--- config.mk ---
export PLATFORM = sky130hd
export DESIGN_NAME = zbt_frame_arbiter
export DESIGN_NICKNAME = d
export VERILOG_FILES = /design/src/rtl/zbt_pkg.sv /design/src/rtl/zbt_wfifo.sv /design/src/rtl/zbt_frame_arbiter.sv
export SDC_FILE = /design/constraint.sdc
export NUM_CORES = 1
export LEC_CHECK = 0
export BUFFER_PORTS_ARGS = -buffer_cell sky130_fd_sc_hd__buf_2
export CAP_MARGIN = 20
export CORE_MARGIN = 4
export CORE_UTILIZATION = 55
export CTS_CLUSTER_SIZE = 24
export DETAILED_ROUTE_END_ITERATION = 8
export GPL_ROUTABILITY_DRIVEN = 0
export PLACE_DENSITY = 0.83
export SYNTH_ARGS = -nofsm -noshare
export SYNTH_HDL_FRONTEND = slang
export SYNTH_SLANG_ARGS = --single-unit
--- constraint.sdc ---
create_clock -name clk -period 6.2 [get_ports clk]
set_input_delay 0.93 -clock clk [delete_from_list [all_inputs] [get_ports clk]]
set_output_delay 0.93 -clock clk [all_outputs]
set_load 0.02 [all_outputs]
--- src/rtl/zbt_pkg.sv ---
// Shared constants and the read-requester tag for the ZBT frame arbiter.
package zbt_pkg;

    localparam int ADDR_W     = 18;          // address within one bank
    localparam int RAM_ADDR_W = ADDR_W + 1;  // {bank, addr}
    localparam int DATA_W     = 36;
    localparam int ZBT_WR_LAT = 2;           // address cycle to data cycle on a write

    typedef enum logic [1:0] {
        TAG_NONE = 2'd0,
        TAG_DISP = 2'd1,
        TAG_PROC = 2'd2
    } rd_tag_e;

endpackage

--- src/rtl/zbt_wfifo.sv ---
// Small synchronous FIFO buffering NTSC writes while the display owns the RAM.
// A push while full is dropped unless a pop happens in the same cycle.
module zbt_wfifo
    import zbt_pkg::*;
#(
    parameter int DEPTH = 4,
    parameter int WIDTH = ADDR_W + DATA_W
) (
    input  logic                     clk,
    input  logic                     reset_n,
    input  logic                     push,
    input  logic                     pop,
    input  logic [WIDTH-1:0]         wdata,
    output logic [WIDTH-1:0]         rdata,
    output logic                     full,
    output logic                     empty,
    output logic [$clog2(DEPTH):0]   count
);

    localparam int PTR_W = $clog2(DEPTH);
    localparam int CNT_W = PTR_W + 1;
    localparam logic [CNT_W-1:0] FULL_CNT = CNT_W'(DEPTH);

    logic [PTR_W-1:0] wr_ptr_q, wr_ptr_d;
    logic [PTR_W-1:0] rd_ptr_q, rd_ptr_d;
    logic [CNT_W-1:0] count_q, count_d;
    logic [WIDTH-1:0] mem_q [DEPTH];
    logic             do_push, do_pop;

    assign full  = (count_q == FULL_CNT);
    assign empty = (count_q == '0);
    assign count = count_q;
    assign rdata = mem_q[rd_ptr_q];

    // Next-state for pointers and occupancy; push+pop leaves the count unchanged.
    always_comb begin
        do_pop   = pop & ~empty;
        do_push  = push & (~full | do_pop);
        wr_ptr_d = wr_ptr_q;
        rd_ptr_d = rd_ptr_q;
        if (do_push) wr_ptr_d = wr_ptr_q + PTR_W'(1);
        if (do_pop)  rd_ptr_d = rd_ptr_q + PTR_W'(1);
        case ({do_push, do_pop})
            2'b10:   count_d = count_q + CNT_W'(1);
            2'b01:   count_d = count_q - CNT_W'(1);
            default: count_d = count_q;
        endcase
    end

    // Pointer and count registers.
    always_ff @(posedge clk or negedge reset_n) begin
        if (!reset_n) begin
            wr_ptr_q <= '0;
            rd_ptr_q <= '0;
            count_q  <= '0;
        end else begin
            wr_ptr_q <= wr_ptr_d;
            rd_ptr_q <= rd_ptr_d;
            count_q  <= count_d;
        end
    end

    // Storage; contents need no reset since the pointers gate every read.
    always_ff @(posedge clk) begin
        if (do_push) mem_q[wr_ptr_q] <= wdata;
    end

endmodule

--- src/rtl/zbt_frame_arbiter.sv ---
// Arbitrates one ZBT SRAM between display reads, buffered NTSC writes and the
// processor, and ping-pongs the two frame banks when NTSC finishes a frame.
module zbt_frame_arbiter
    import zbt_pkg::*;
#(
    parameter int WFIFO_DEPTH = 4,
    parameter int RD_LAT      = 2
) (
    input  logic                  clk,
    input  logic                  reset_n,
    input  logic                  ntsc_we,
    input  logic [ADDR_W-1:0]     ntsc_addr,
    input  logic [DATA_W-1:0]     ntsc_data,
    input  logic                  frame_num,
    input  logic                  disp_req,
    input  logic [ADDR_W-1:0]     disp_addr,
    output logic [DATA_W-1:0]     disp_rdata,
    output logic                  disp_valid,
    input  logic                  proc_req,
    input  logic                  proc_wr,
    input  logic [ADDR_W-1:0]     proc_addr,
    input  logic [DATA_W-1:0]     proc_wdata,
    output logic                  proc_gnt,
    output logic [DATA_W-1:0]     proc_rdata,
    output logic                  proc_valid,
    output logic [RAM_ADDR_W-1:0] ram_addr,
    output logic                  ram_we,
    output logic [DATA_W-1:0]     ram_wdata,
    output logic                  ram_drive,
    input  logic [DATA_W-1:0]     ram_rdata,
    output logic                  wbank,
    output logic                  wfifo_ovf
);

    localparam int FIFO_W = ADDR_W + DATA_W;
    localparam int CNT_W  = $clog2(WFIFO_DEPTH) + 1;

    logic [FIFO_W-1:0] fifo_head;
    logic              fifo_full, fifo_empty;
    logic [CNT_W-1:0]  fifo_count;

    logic              disp_go, ntsc_go, proc_go;
    logic [DATA_W-1:0] wr_data;
    rd_tag_e           issue_tag, rd_tag_out;

    logic [ZBT_WR_LAT-1:0] wvld_q, wvld_d;
    logic [DATA_W-1:0]     wdata_q [ZBT_WR_LAT];
    logic [DATA_W-1:0]     wdata_d [ZBT_WR_LAT];
    rd_tag_e               tag_q [RD_LAT];
    rd_tag_e               tag_d [RD_LAT];

    logic              disp_valid_q, disp_valid_d;
    logic              proc_valid_q, proc_valid_d;
    logic [DATA_W-1:0] disp_rdata_q, disp_rdata_d;
    logic [DATA_W-1:0] proc_rdata_q, proc_rdata_d;
    logic              wbank_q, wbank_d;
    logic              pending_q, pending_d;
    logic              fn_q, fn_d;
    logic              primed_q, primed_d;
    logic              ovf_q, ovf_d;
    logic              fn_toggle, swap;

    zbt_wfifo #(
        .DEPTH (WFIFO_DEPTH),
        .WIDTH (FIFO_W)
    ) u_wfifo (
        .clk     (clk),
        .reset_n (reset_n),
        .push    (ntsc_we),
        .pop     (ntsc_go),
        .wdata   ({ntsc_addr, ntsc_data}),
        .rdata   (fifo_head),
        .full    (fifo_full),
        .empty   (fifo_empty),
        .count   (fifo_count)
    );

    // Fixed-priority issue: display, then buffered NTSC write, then processor.
    // Gated by reset_n so nothing reaches the RAM pins while held in reset.
    always_comb begin
        disp_go   = reset_n & disp_req;
        ntsc_go   = reset_n & ~disp_req & ~fifo_empty;
        proc_go   = reset_n & ~disp_req & fifo_empty & proc_req;
        ram_addr  = '0;
        ram_we    = 1'b0;
        wr_data   = '0;
        issue_tag = TAG_NONE;
        if (disp_go) begin
            ram_addr  = {~wbank_q, disp_addr};
            issue_tag = TAG_DISP;
        end else if (ntsc_go) begin
            ram_addr  = {wbank_q, fifo_head[FIFO_W-1 -: ADDR_W]};
            ram_we    = 1'b1;
            wr_data   = fifo_head[DATA_W-1:0];
        end else if (proc_go) begin
            ram_addr  = {~wbank_q, proc_addr};
            ram_we    = proc_wr;
            wr_data   = proc_wr ? proc_wdata : '0;
            issue_tag = proc_wr ? TAG_NONE : TAG_PROC;
        end
    end

    assign proc_gnt = proc_go;

    // Write-data and read-tag pipelines plus read return capture.
    always_comb begin
        wvld_d     = {wvld_q[ZBT_WR_LAT-2:0], ram_we};
        wdata_d[0] = wr_data;
        for (int i = 1; i < ZBT_WR_LAT; i++) wdata_d[i] = wdata_q[i-1];
        tag_d[0] = issue_tag;
        for (int i = 1; i < RD_LAT; i++) tag_d[i] = tag_q[i-1];
        rd_tag_out   = tag_q[RD_LAT-1];
        disp_valid_d = (rd_tag_out == TAG_DISP);
        proc_valid_d = (rd_tag_out == TAG_PROC);
        disp_rdata_d = disp_valid_d ? ram_rdata : disp_rdata_q;
        proc_rdata_d = proc_valid_d ? ram_rdata : proc_rdata_q;
    end

    // Bank swap: a frame_num edge arms a pending swap, taken once the FIFO and
    // write pipeline are empty so no write of the old frame lands in the new bank.
    // primed_q masks the first sample after reset release.
    always_comb begin
        fn_d      = frame_num;
        primed_d  = 1'b1;
        fn_toggle = primed_q & (frame_num ^ fn_q);
        swap      = pending_q & (fifo_count == '0) & ~(|wvld_q);
        wbank_d   = wbank_q ^ swap;
        pending_d = swap ? 1'b0 : (pending_q | fn_toggle);
        ovf_d     = ovf_q | (ntsc_we & fifo_full & ~ntsc_go);
    end

    // State registers; reset discards every in-flight read and write.
    always_ff @(posedge clk or negedge reset_n) begin
        if (!reset_n) begin
            wvld_q       <= '0;
            for (int i = 0; i < ZBT_WR_LAT; i++) wdata_q[i] <= '0;
            for (int i = 0; i < RD_LAT; i++) tag_q[i] <= TAG_NONE;
            disp_valid_q <= 1'b0;
            proc_valid_q <= 1'b0;
            disp_rdata_q <= '0;
            proc_rdata_q <= '0;
            wbank_q      <= 1'b0;
            pending_q    <= 1'b0;
            fn_q         <= 1'b0;
            primed_q     <= 1'b0;
            ovf_q        <= 1'b0;
        end else begin
            wvld_q       <= wvld_d;
            for (int i = 0; i < ZBT_WR_LAT; i++) wdata_q[i] <= wdata_d[i];
            for (int i = 0; i < RD_LAT; i++) tag_q[i] <= tag_d[i];
            disp_valid_q <= disp_valid_d;
            proc_valid_q <= proc_valid_d;
            disp_rdata_q <= disp_rdata_d;
            proc_rdata_q <= proc_rdata_d;
            wbank_q      <= wbank_d;
            pending_q    <= pending_d;
            fn_q         <= fn_d;
            primed_q     <= primed_d;
            ovf_q        <= ovf_d;
        end
    end

    assign ram_wdata  = wdata_q[ZBT_WR_LAT-1];
    assign ram_drive  = wvld_q[ZBT_WR_LAT-1];
    assign disp_valid = disp_valid_q;
    assign proc_valid = proc_valid_q;
    assign disp_rdata = disp_rdata_q;
    assign proc_rdata = proc_rdata_q;
    assign wbank      = wbank_q;
    assign wfifo_ovf  = ovf_q;

endmodule

## Yosys cells after proc, flatten, opt, wreduce, memory -nomap -nowiden

Memory sizes are Yosys's and may differ from the RTL's.
Index checks and enable logic that the tools add are counted.

- Output and inout port bits: 134
- Register bits: 164
- Memories kept: 1
- RAM bits: 216

Memories:

| name | words | bits a word | rd ports | clocked after memory_dff | wr ports | RTL line | text |
|---|---|---|---|---|---|---|---|
| u_wfifo.mem_q | 4 | 54 | 1 | 0 | 1 | zbt_wfifo.sv:27 | `logic [WIDTH-1:0] mem_q [DEPTH];` |

- Equal/unequal tests: 5
- Bitwise logic cells: 23
- Reduce and logical (&&, ||, !) cells: 3
- Add/sub/neg operators: 4
- Muxes and demuxes: 18

Operator list:

| kind | number |
|---|---|
| $mux 36 | 4 |
| $mux 19 | 3 |
| $and 1x1->1 | 12 |
| $mux 2 | 4 |
| $mux 1 | 6 |
| $not 1->1 | 6 |
| $pmux 3 s2 | 1 |
| $add 2x1->2 const B | 2 |
| $eq 2x1->1 const B | 2 |
| $eq 2x2->1 const B | 2 |
| $add 3x1->3 const B | 1 |
| $eq 3x3->1 const B | 1 |
| $logic_not 3->1 | 1 |
| $or 1x1->1 | 3 |
| $sub 3x1->3 const B | 1 |
| $reduce_bool 2->1 | 1 |
| $reduce_or 2->1 | 1 |
| $xor 1x1->1 | 2 |

## Logic depth before layout (Yosys ltp)

Gate-level depths: netlist of run 1.

- Word-level depth: 8
- Mapped depth: 10
- Mapped depth without buffers: 9

## Cells and area by module

From an unflattened synthesis of run 1, not the netlist that was laid out.

- Cell total of the unflattened synthesis: 697
- Area, all modules: 13907.1 µm²

Modules (own cells, without submodules):

| module | instances | sequential area each (µm²) | area each (µm²) | cells each |
|---|---|---|---|---|
| zbt_wfifo | 1 | 6661.4 | 8287.9 | 336 |
| zbt_frame_arbiter | 1 | 3928.8 | 5619.1 | 361 |

## Worst setup path after synthesis of run 1

OpenSTA, ideal clock, no wires.

- Path type: input port to flip-flop
- From: input disp_req
- To: memory u_wfifo.mem_q[0][0] (netlist name) (enable)
- Setup slack: 2.950 ns
- Required time: 5.783 ns
- Arrival: 2.833 ns
- Library setup time: 0.417 ns
- Stages: 3
- Path through: nand2b_1 -> a31oi_1 -> and2_1

- Word-level cells in the longest chain between the ends: 8

RTL lines:

| item | RTL line | text |
|---|---|---|
| start: declaration | zbt_frame_arbiter.sv:15 | `input logic disp_req,` |
| $not 1->1 | zbt_frame_arbiter.sv:82 | `ntsc_go = reset_n & ~disp_req & ~fifo_empty;` |
| $and 1x1->1 (2 in a row) | zbt_frame_arbiter.sv:82 |  |
| $and 1x1->1 | zbt_wfifo.sv:37 | `do_pop = pop & ~empty;` |
| $or 1x1->1 | zbt_wfifo.sv:38 | `do_push = push & (~full \| do_pop);` |
| $and 1x1->1 | zbt_wfifo.sv:38 |  |
| $mux 1 | zbt_wfifo.sv:65 | `if (do_push) mem_q[wr_ptr_q] <= wdata;` |
| $mux 1 (not written as such) | zbt_wfifo.sv:65 |  |
| end: declaration | zbt_wfifo.sv:27 |  |

Every way passes these cells.

## Final worst setup path of run 1

- From: register u_wfifo.rd_ptr_q[0]
- To: output ram_addr[5]

- Word-level cells in the longest chain between the ends: 3

RTL lines:

| item | RTL line | text |
|---|---|---|
| start: declaration | zbt_wfifo.sv:25 | `logic [PTR_W-1:0] rd_ptr_q, rd_ptr_d;` |
| start signal: assignment | zbt_wfifo.sv:58 | `rd_ptr_q <= rd_ptr_d;` |
| $mem_v2 4x54 | -- |  |
| $mux 19 | zbt_frame_arbiter.sv:91 | `end else if (ntsc_go) begin` |
| $mux 19 | zbt_frame_arbiter.sv:88 | `if (disp_go) begin` |
| end: declaration | zbt_frame_arbiter.sv:26 | `output logic [RAM_ADDR_W-1:0] ram_addr,` |

Every way passes these cells.

==> flow_metrics.py, run 1 <==
metrics = {
    "power_and_ir_drop": {
        "p_per_area_nw_per_um2": 451.4,
        "p_leak_nw": 7.093,
        "vdd_ir_drop_max_uv": 308.2,
    },
    "timing": {
        "max-slew-margin-rel": 0.2777,
        "finalSetupTns_ns": 0,
        "hold_ws_ns": 0.3324,
        "fin_crit_ns": 4.078,
        "fin_crit_sh": 0.6578,
        "drv_slew": 0,
        "fmax_mhz": 245.2,
        "hold_viol_final": 0,
        "layout_setup_ws_ns": 2.122,
        "worst_pin_slew_ns": 1.081,
        "finalSetupViolCount": 0,
        "final.setup_skew_ns": 0.02928,
        "rsz0062_at_grt": "no",
    },
    "cts": {
        "cts_tree": "done",
        "clock_latency_ns": 0.53,
        "hold_buffers": 0,
        "root_buffer": "clkbuf_16",
        "cts_max_path_buffers": 3,
        "numClockSinks": 380,
        "clk_pin_slew_ns": 0.06,
        "cts_resized": 0,
        "numCtsBuffers": 39,
        "htreeDepth": 2,
        "postCtsSetupRepairBufs": 0,
    },
    "layout": {
        "area_growth_syn_to_layout_pct": 21.39,
        "fin_cells": 1419,
        "final_net_count": 1230,
        "final_cell_area_um2": 17080,
        "drive_gt1_frac": 0.4645,
    },
    "synth": {
        "ys_seq_area_frac": 0.7525,
        "synthDistinctLibCells": 36,
        "synthArstFlopShare": 0.4316,
        "synth_top_cell_area_share": 0.4609,
        "ys.flop_type": "edfxtp_1",
        "syn_inst": 746,
        "synth_top_cell_by_area": "edfxtp_1",
        "synth.area.top_cells": "edfxtp_1, dfrtp_1, mux4_2",
        "postSynthNetCount": 921,
        "yosysWarnings": 0,
        "ys_seq_elements": 380,
        "synth_edf_count": 216,
        "yosysMostFrequentCell": "edfxtp_1",
        "synth_commonest_cells": "edfxtp_1, dfrtp_1, mux2_2",
        "netlist_area_um2": 14070,
        "syn_avg_cell_area_um2": 18.87,
    },
    "run": {
        "drv_cap": 0,
    },
    "die": {
        "fp-row-count": 58,
        "initial_core_util": 0.5589,
        "coreArea_um2": 25180,
        "die_y_um": 168.0,
        "num_io_pins": 303,
        "die_area_um2": 28210,
        "die_w_um": 168.0,
    },
    "min_path": {
        "min_path_type": "in -> async",
    },
    "critical_path": {
        "path_max_fanout": 29,
        "crit_path_end_kind": "primary output",
        "critical_path.startpoint_type": "register",
        "path_class": "reg -> out",
        "cp.arrival_ns": 3.15,
        "cp_data_required_time_ns": 5.27,
    },
    "global_route": {
        "grt_max_degree": 69,
        "antenna_found_initial": 10,
        "grt_use_total": 0.2282,
        "grt_pass1_vias": 8413,
        "grt_pass1_wl_um": 49380,
        "grt_overflow": 0,
    },
    "route": {
        "dr.pass1.iters": 5,
        "ant_nets": 0,
        "vias": 8006,
        "wl_per_cell_um": 22.87,
        "drc": 0,
        "viasPerCell": 5.642,
        "drt-total-wl_um": 32450,
        "first_iter_violations": 796,
    },
    "placement": {
        "placed_area_um2": 15850,
        "numPortBuffers": 302,
        "hpwl_um": 21000,
        "place_inst": 1344,
        "dp_slack_ns": 2.483,
    },
    "outcome": {
        "outcome": "finished, final reports clean",
    },
}
cell usage in the layout, fill, tap and decap left out, types with 2 or more instances in the layout:
master	count
o21ai_1	19
and3_1	19
nor2b_4	2
buf_2	301
clkinv_1	4
diode_2	6
clkbuf_16	41
clkinv_2	4
ha_1	5
o21ai_0	19
dfrtp_1	162
buf_4	10
a221o_1	18
xnor2_1	3
clkbuf_8	6
mux2_2	73
inv_1	8
xor2_1	5
nor2_1	3
nand2_1	37
edfxtp_1	216
clkbuf_1	10
mux4_1	5
nand3_1	37
and2_2	4
mux4_2	49
power breakdown:
group	total [mW]	leakage [nW]	internal (mW)	switching, mW
clock network	2.21	0.603	1.29	0.916
registers	3.59	4.03	3.29	0.292
logic	1.92	2.46	0.828	1.09
total	7.71	7.09	5.41	2.30
kinds of logic after synthesis:
group | count (synthesis) | synth area share
buf+inv | 52 | 0.02116
other cells | 1 | 0.0002665
compound gates | 60 | 0.02845
mux | 127 | 0.1462
xor+xnor | 8 | 0.004979
flops | 380 | 0.7525
fa+ha+maj | 6 | 0.005868
simple gates | 112 | 0.04063
final timing paths:
check                                                 from                            to  slack [ns]  cells after the start
max reg2reg                   u_wfifo.count[2]$_DFFE_PN0P_  u_wfifo.count[2]$_DFFE_PN0P_        3.53                      8
min in group clk                     wdata_d[28]$_DFF_PN0_       ram_wdata[28]$_DFF_PN0_        0.34                      0
min                                                reset_n    disp_rdata[12]$_DFFE_PN0P_        0.33                      1
min reg2reg                          wdata_d[28]$_DFF_PN0_       ram_wdata[28]$_DFF_PN0_        0.34                      0
max                        u_wfifo.rd_ptr_q[0]$_DFFE_PN0P_                   ram_addr[5]        2.12                      5
max in group asynchronous                          reset_n    proc_rdata[29]$_DFFE_PN0P_        3.95                      3
through the flow:
step                      total power [mW]  utilization
final                                7.712       0.6784
after global routing                 8.067       0.6784
after CTS                            7.777       0.6778
after detailed placement             5.550       0.6294
after global placement               5.469       0.6294
after floorplan                      4.920            -
flip-flops by register name, indices dropped and copies added, names as in the netlist:
register,flops
u_wfifo.mem_q,216
disp_rdata,36
proc_rdata,36
ram_wdata,36
wdata_d,36
u_wfifo.count,3
rd_tag_out,2
tag_d,2
u_wfifo.rd_ptr_q,2
u_wfifo.wr_ptr_q,2
wvld_q,2
disp_valid,1
fn_q,1
pending_q,1
primed_q,1
proc_valid,1
wbank,1
wfifo_ovf,1
layer usage:
metal	part of all wire	track usage
met5	0.0016	0
met4	0.037	0.09739
met3	0.079	0.04790
met2	0.51	0.3835
met1	0.37	0.2921
critical path: stages, from the launching register on:
cell and delay (ns):
dfrtp_4 0.81, buf_4 0.57, mux4_2 0.58, and3_1 0.21, a221o_1 0.27, buf_2 0.16
area by class of cell:
cell class | instances | area, um^2
repair buffers | 312 | 1593
fillers | 1626 | 8098
clock inverters | 11 | 66.31
multi-input cells | 314 | 3218
well taps | 330 | 412.9
diodes | 6 | 15.01
flip-flops and latches | 380 | 10600
inverters | 8 | 30.03
clock buffers | 58 | 1154
Note: power is estimated with default switching activity, not from simulation.
==> run 2: changes to the inputs <==
Settings changed: ABC_AREA set to 1.
Clock period 6.2 ns to 3.97 ns, I/O delays scaled along.
==> run 2 against run 1 <==
  * Via count increased by 31%
  * Register-to-register slack worse by 1.9 ns
  * Clock power is 61% higher
  * Worst hold slack got worse by 0.11 ns
  * Global-route usage grew 0.56 points
  * Combinational power grew 71%
  * Cell count increased by 40%
  * Cell area grew 4.0%
  * Highest routed layer unchanged
==> flow_metrics.py, run 2 <==
metrics = {
    "outcome": {
        "outcome": "finished, final reports clean",
    },
    "cts": {
        "postCtsSetupRepairBufs": 0,
        "numCtsBuffers": 39,
        "hold_buffers": 1,
        "htreeDepth": 2,
        "root_buffer": "clkbuf_16",
        "cts_resized": 0,
        "clock_latency_ns": 0.53,
        "numClockSinks": 380,
        "cts_max_path_buffers": 3,
        "clk_pin_slew_ns": 0.06,
        "cts_tree": "done",
    },
    "placement": {
        "numPortBuffers": 302,
        "hpwl_um": 22640,
        "place_inst": 1905,
        "dp_slack_ns": 1.070,
        "placed_area_um2": 16460,
    },
    "synth": {
        "synth_commonest_cells": "nand2_1, edfxtp_1, dfrtp_1",
        "syn_inst": 1317,
        "yosysWarnings": 0,
        "postSynthNetCount": 1492,
        "yosysMostFrequentCell": "nand2_1",
        "ys.flop_type": "edfxtp_1",
        "netlist_area_um2": 14670,
        "synth_top_cell_by_area": "edfxtp_1",
        "synth.area.mux_share": 0,
        "synth.area.top_cells": "edfxtp_1, dfrtp_1, nand2_1",
        "ys_seq_elements": 380,
        "synth_fa_ha_area_frac": 0.005631,
        "synth_top_cell_area_share": 0.4423,
        "synth_edf_count": 216,
        "synth_compound_area_frac": 0.04769,
        "ys_seq_area_frac": 0.7221,
        "syn_avg_cell_area_um2": 11.14,
        "synthXorXnorAreaFrac": 0.001792,
        "synthSimpleGateAreaFrac": 0.1667,
        "synthDistinctLibCells": 29,
        "synthArstFlopShare": 0.4316,
        "synth_top_family_by_area": "simple AND/OR/NAND/NOR gates",
    },
    "global_route": {
        "grt_pass1_vias": 10370,
        "antenna_found_initial": 12,
        "grt_use_total": 0.2339,
        "grt_overflow": 0,
        "grt_pass1_wl_um": 53830,
        "grt_max_degree": 84,
    },
    "power_and_ir_drop": {
        "power.total_mw": 12.32,
        "vdd_ir_drop_max_uv": 388.2,
        "p_leak_nw": 8.466,
        "p_per_area_nw_per_um2": 693.6,
    },
    "run": {
        "drv_cap": 0,
    },
    "die": {
        "die_w_um": 171.3,
        "die_area_um2": 29340,
        "die_y_um": 171.3,
        "fp-row-count": 59,
        "initial_core_util": 0.5612,
        "num_io_pins": 303,
        "coreArea_um2": 26130,
    },
    "timing": {
        "final.setup_skew_ns": 0.02451,
        "fin_crit_sh": 0.8573,
        "drv_slew": 0,
        "hold_viol_final": 0,
        "max-slew-margin-rel": 0.3206,
        "worst_pin_slew_ns": 1.018,
        "finalSetupTns_ns": 0,
        "layout_setup_ws_ns": 0.5667,
        "fmax_mhz": 293.8,
        "rsz0062_at_grt": "no",
        "fin_crit_ns": 3.403,
        "hold_ws_ns": 0.2246,
        "finalSetupViolCount": 0,
    },
    "critical_path": {
        "critical_path.startpoint_type": "input pin",
        "path_max_fanout": 36,
        "reg2regPathDepth": 8,
        "crit_path_end_kind": "primary output",
        "cp_data_required_time_ns": 3.37,
        "cp.arrival_ns": 2.81,
        "path_class": "in -> out",
    },
    "min_path": {
        "min_path_type": "in -> reg",
        "whs_path_depth": 1,
    },
    "layout": {
        "area_growth_syn_to_layout_pct": 21.11,
        "final_util": 0.6796,
        "drive_gt1_frac": 0.2378,
        "fin_cells": 1983,
        "final_common_cell": "nand2_1",
        "mostFrequentLayoutCells": "nand2_1, buf_2, edfxtp_1, dfrtp_1, nand3_1",
        "final_cell_area_um2": 17760,
        "largest_register_ffs": 216,
        "final_net_count": 1788,
        "largest_register": "u_wfifo.mem_q",
    },
    "route": {
        "drc": 0,
        "vias": 10470,
        "viasPerCell": 5.282,
        "first_iter_violations": 971,
        "wl_per_cell_um": 17.55,
        "ant_nets": 0,
        "dr.pass1.iters": 5,
        "drt-total-wl_um": 34810,
    },
}
run 2: layout make-up:
class / count / area, um^2
fillers: 1817 / 8372
repair buffers: 320 / 1693
clock buffers: 55 / 1117
clock inverters: 17 / 147.6
flip-flops and latches: 380 / 10600
multi-input cells: 742 / 3289
well taps: 335 / 419.2
diodes: 4 / 10.01
inverters: 130 / 489.2
run 2: cells by family after synthesis:
group,after synthesis
other cells,1
buf+inv,195
compound gates,130
xor+xnor,3
fa+ha+maj,6
flops,380
simple gates,602
run 2: metal layers:
layer | wire, um | track usage | up-vias
met1 | 13150 | 0.2873 | 4964
li1 | - | - | 4902
met3 | 3003 | 0.05723 | 111
met2 | 17130 | 0.3973 | 481
met5 | 103 | 0 | -
met4 | 1421 | 0.1020 | 16
run 2: report_power, final:
part           switching (mW)  leakage, nW  internal [mW]
clock                    1.46        0.624           2.10
sequential              0.400         3.98           5.08
combinational            2.30         3.86          0.984
run 2: worst paths after layout:
path                                                       from  slack [ns]                              end
worst max-delay path                                    reset_n        0.57                      ram_addr[4]
worst min-delay path                                  frame_num        0.22                   fn_q$_DFF_PN0_
worst max register to register  u_wfifo.rd_ptr_q[0]$_DFFE_PN0P_        1.58            wdata_d[14]$_DFF_PN0_
worst min register to register             wdata_d[2]$_DFF_PN0_        0.34           ram_wdata[2]$_DFF_PN0_
max in group asynchronous                               reset_n        2.14  u_wfifo.rd_ptr_q[1]$_DFFE_PN0P_
min in group asynchronous                               reset_n        0.55           ram_wdata[3]$_DFF_PN0_
run 2: critical path, stage by stage:
cell           delay [ns]
dlygate4sd3_1        0.56
buf_6                0.32
nand2_1              0.12
inv_1                0.09
nand2_2              0.06
inv_2                0.54
nand3_1              0.20
nand2_1              0.12
buf_2                0.16
